## src/rtl/serial_alu_defs.sv

```systemverilog
// Shared definitions for the bit-serial ALU datapath.
// State encodings and the default operand width.
package serial_alu_defs;

    localparam int DEF_WIDTH = 8;

    typedef enum logic [1:0] {
        ST_IDLE = 2'd0,
        ST_RUN  = 2'd1,
        ST_DONE = 2'd2
    } state_t;

endpackage

```

## src/rtl/full_adder.sv

```systemverilog
// One-bit full adder used as the serial bit step.
// Purely combinational.
module full_adder (
    input  logic a,
    input  logic b,
    input  logic cin,
    output logic s,
    output logic cout
);

    assign s    = a ^ b ^ cin;
    assign cout = (a & b) | (cin & (a ^ b));

endmodule

```

## src/rtl/serial_addsub.sv

```systemverilog
// Bit-serial signed adder/subtractor, LSB first, one bit per clock.
// Reports the MSB carry pair and signed overflow for the flag logic.
module serial_addsub
    import serial_alu_defs::*;
#(
    parameter int WIDTH = DEF_WIDTH
) (
    input  logic             clk,
    input  logic             reset,
    input  logic             start,
    input  logic             sub,
    input  logic [WIDTH-1:0] a,
    input  logic [WIDTH-1:0] b,
    output logic             busy,
    output logic             done,
    output logic [WIDTH-1:0] sum,
    output logic             msb_cin,
    output logic             cout,
    output logic             v
);

    localparam int CW = $clog2(WIDTH);
    localparam logic [CW-1:0] LAST = CW'(WIDTH - 1);

    state_t           state;
    state_t           state_nx;
    logic [WIDTH-1:0] ar;
    logic [WIDTH-1:0] br;
    logic             carry;
    logic [CW-1:0]    cnt;
    logic             fa_s;
    logic             fa_co;
    logic             accept;
    logic             last;

    assign busy   = (state == ST_RUN);
    assign done   = (state == ST_DONE);
    assign accept = start && !busy;
    assign last   = (cnt == LAST);
    assign v      = msb_cin ^ cout;

    full_adder u_fa (
        .a    (ar[0]),
        .b    (br[0]),
        .cin  (carry),
        .s    (fa_s),
        .cout (fa_co)
    );

    always_ff @(posedge clk or posedge reset) begin
        if (reset) begin
            state <= ST_IDLE;
        end else begin
            state <= state_nx;
        end
    end

    always_comb begin
        state_nx = state;
        unique case (state)
            ST_IDLE: if (start) state_nx = ST_RUN;
            ST_RUN:  if (last) state_nx = ST_DONE;
            ST_DONE: state_nx = start ? ST_RUN : ST_IDLE;
            default: state_nx = ST_IDLE;
        endcase
    end

    // Explicit wrap keeps non-power-of-2 widths from overrunning cnt.
    always_ff @(posedge clk or posedge reset) begin
        if (reset) begin
            ar      <= '0;
            br      <= '0;
            carry   <= 1'b0;
            cnt     <= '0;
            sum     <= '0;
            msb_cin <= 1'b0;
            cout    <= 1'b0;
        end else if (accept) begin
            ar    <= a;
            br    <= sub ? ~b : b;
            carry <= sub;
            cnt   <= '0;
        end else if (busy) begin
            ar    <= ar >> 1;
            br    <= br >> 1;
            sum   <= {fa_s, sum[WIDTH-1:1]};
            carry <= fa_co;
            if (last) begin
                cnt     <= '0;
                msb_cin <= carry;
                cout    <= fa_co;
            end else begin
                cnt <= cnt + 1'b1;
            end
        end
    end

endmodule

```

## config.mk

```make
export PLATFORM = sky130hd
export DESIGN_NAME = serial_addsub
export DESIGN_NICKNAME = d
export VERILOG_FILES = /design/src/rtl/serial_alu_defs.sv /design/src/rtl/full_adder.sv /design/src/rtl/serial_addsub.sv
export SDC_FILE = /design/constraint.sdc
export NUM_CORES = 1
export LEC_CHECK = 0
export ABC_AREA = 1
export ABC_CLOCK_PERIOD_IN_PS = 2100
export CORE_MARGIN = 3
export CORE_UTILIZATION = 54
export CTS_CLUSTER_DIAMETER = 30
export DETAILED_ROUTE_END_ITERATION = 6
export HOLD_SLACK_MARGIN = 0.03
export PLACE_DENSITY_LB_ADDON = 0.15
export SYNTH_ARGS = -nofsm -noshare
export SYNTH_HDL_FRONTEND = slang
export SYNTH_SLANG_ARGS = --single-unit
```

## constraint.sdc

```tcl
create_clock -name clk -period 2.1 [get_ports clk]
set_clock_uncertainty 0.2 [all_clocks]
set_input_delay 0.525 -clock clk [delete_from_list [all_inputs] [get_ports clk]]
set_output_delay 0.525 -clock clk [all_outputs]
set_load 0.02 [all_outputs]
```

==> metrics.csv <==
metric,value,unit
rsz0062_at_grt,false,
clock_power_share,13.1,%
syn_to_final_growth,25.4,%
ys_ff_latch,32,
remaining_drc_errors,0,
drt-pass1-iter-count,4,
antenna_found_initial,0,
die_w,59.8,µm
critPathCaptureType,output port,
port_buffers,32,
place_worst_setup_slack,0.127,ns
critical_path.cell_chain,clkdlybuf4s50_1,
async_flop_share,100,%
via_count,1323,
final_core_util,75.1,%
drtIter0Drc,58,
rows,18,
leakage,0.00110,µW
cts_buffer_depth,2,
maxSlewViolCount,0,
tns,0,ns
min_period,2.04,ns
syn_inst,192,
ant_nets,0,
p_sw_share,41.7,%
nets,252,
clk_pin_slew,0.09,ns
crit_family,buffers and inverters,
synth-edff-count,0,
numClockSinks,32,
ys.flop_type,dfrtp_1,
core-area,2610,µm²
synth_common_cells,"nand2_1, nand3_1, dfrtp_1",
synth.distinct_cells,18,
fin_cells,259,
syn_area,1560,µm²
syn_avg_cell_area,8.15,µm²
start_util,59.9,%
relSlewSlack,64.2,%
synth.yosys.seq_area_share,51.2,%
ys_top_cells_by_area,"dfrtp_1, nand2_1, nand3_1, inv_1, buf_6",
wl,3.31,mm
ys_warn_count,0,
post-synth-top-area-cell,dfrtp_1,
p_int,1450,µW
fp.dieH,59.8,µm
grt_pass1_vias,1222,
status,"complete, no violations",
ir_drop,1.14,mV
num_antenna_cells,0,
crit_required,1.37,ns
p_switching,1040,µW
nFillCells,200,
arrival,1.31,ns
start_kind,flip-flop,
fmax,491,MHz
path_buf_inv,1,
synth_nets,215,
place.gp.congestion,0.748,
p_comb_share,45.4,%
root_buffer,clkbuf_4,
die-area,3580,µm²
setup_viol_count_final,0,
powerDensity,1270,nW/µm²
cts_buffers,5,
seq_power_share,41.5,%
grt_use_total,21.1,%
cts_tree,built,
final.period_utilization,96.9,%
final.setup.worst_slack,0.0644,ns
grt_pass1_wl,5.50,mm
path_class,flip-flop to output port,
worst_slew_pin_slew,0.535,ns
cts_setup_buffers,0,
hold_viol_final,0,
layout-drive-gt1-share,10.0,%
synth.top_cell.area_share,51.2,%
critPathMaxFanout,3,
worstSkewPairLatency,0.33,ns
synth_most_common_cell,nand2_1,
h-tree-depth,2,
grt_overflow,0,
routed_via_density,5.11,
cpPeakStageDelay,0.61,ns
max_cap_violations,0,
wl_per_cell,12.8,µm
hp-class,flip-flop to flip-flop,
io_pins,33,
hpwl,2.38,mm
timing.critical_path.slowest_stage_cell,clkdlybuf4s50_1,
finalPower,2490,µW
grt_max_degree,33,
dp.cells,252,
[power by group through the flow]
stage / sequential (µW) / clock, µW / combinational [µW]
3_3_place_gp: 1030 / 0 / 1110
2_1_floorplan: 1130 / 0 / 699
3_5_place_dp: 1050 / 0 / 1170
6_report: 1030 / 325 / 1130
5_1_grt: 1070 / 354 / 1280
4_1_cts: 1040 / 331 / 1150
[through the flow]
| stage | hold slack (ns) | area, µm² |
|---|---|---|
| floorplan | 0.242 | 1560 |
| global placement | 0.255 | 1900 |
| detailed placement | 0.260 | 1900 |
| CTS | 0.283 | 1950 |
| global route | 0.306 | 1960 |
| finish | 0.277 | 1960 |
[metal layers]
layer  up-vias  part of all wire, %  GRT usage, %
li1        671                    -             -
met1       604                   41          25.1
met5         -                    0             0
met2        41                   52          35.5
met3         7                  6.2          5.18
met4         0                  1.3          10.1
[path summary, 6_finish.rpt]
kind / endpoint / cells past startpoint / start / slack, ns
max in group asynchronous: state[1]$_DFFE_PP0P_ / 3 / reset / 1.02
min in group asynchronous: cnt[1]$_DFFE_PP0P_ / 3 / reset / 0.37
max reg2reg: br[7]$_DFFE_PP0P_ / 6 / state[0]$_DFFE_PP0P_ / 0.51
min reg2reg: ar[7]$_DFFE_PP0P_ / 2 / ar[7]$_DFFE_PP0P_ / 0.28
max: sum[5] / 1 / sum[5]$_DFFE_PP0P_ / 0.06
min: ar[7]$_DFFE_PP0P_ / 2 / ar[7]$_DFFE_PP0P_ / 0.28
[area by class of cell]
cell class / instances / area (µm²) / share of cell area, %
Sequential cell: 32 / 802 / 40.9
Multi-Input combinational cell: 136 / 639 / 32.6
Timing Repair Buffer: 38 / 377 / 19.2
Inverter: 16 / 60.1 / 3.06
Clock buffer: 6 / 41.3 / 2.10
Tap cell: 30 / 37.5 / 1.91
Clock inverter: 1 / 5.00 / 0.255
[repair_timing]
item                       4_1_cts  5_1_grt
resized for setup                4        6
setup endpoints to repair        3        6
hold buffers                     0        0
[registers in the layout (all words and copies together), names as in the netlist]
signal,cells
sum,8
cnt,3
br,8
carry,1
msb_cin,1
cout,1
ar,8
state,2
[layout by cell type, fill, tap and decap left out, drive strengths merged]
master         count
nor2               3
clkdlybuf4s50     23
a21oi              1
xor2               2
buf                6
ha                 2
o22ai              1
dlymetal6s2s       6
fa                 1
clkinv             1
inv               16
dlygate4sd2        3
dfrtp             32
nand2             89
o21ai              3
clkbuf             6
nand3             34
[worst reg2reg max path: stages (launching register included)]
cell,delay [ns]
dfrtp_1,0.41
buf_4,0.16
nand2_2,0.41
nand2_2,0.12
inv_2,0.11
nand2_1,0.05
nand2_1,0.06
[cells by family (layout without fill, tap and decap cells)]
group / after synthesis / in the layout / synth area share, %
and+or+nand+nor: 126 / 126 / 34.5
DFF: 32 / 32 / 51.2
buffers and inverters: 24 / 61 / 7.92
AOI/OAI and AO/OA: 5 / 5 / 2.40
adders and majority gates: 3 / 3 / 2.88
xor gates and xnor gates: 2 / 2 / 1.12
Power figures use the tool's default switching activity.
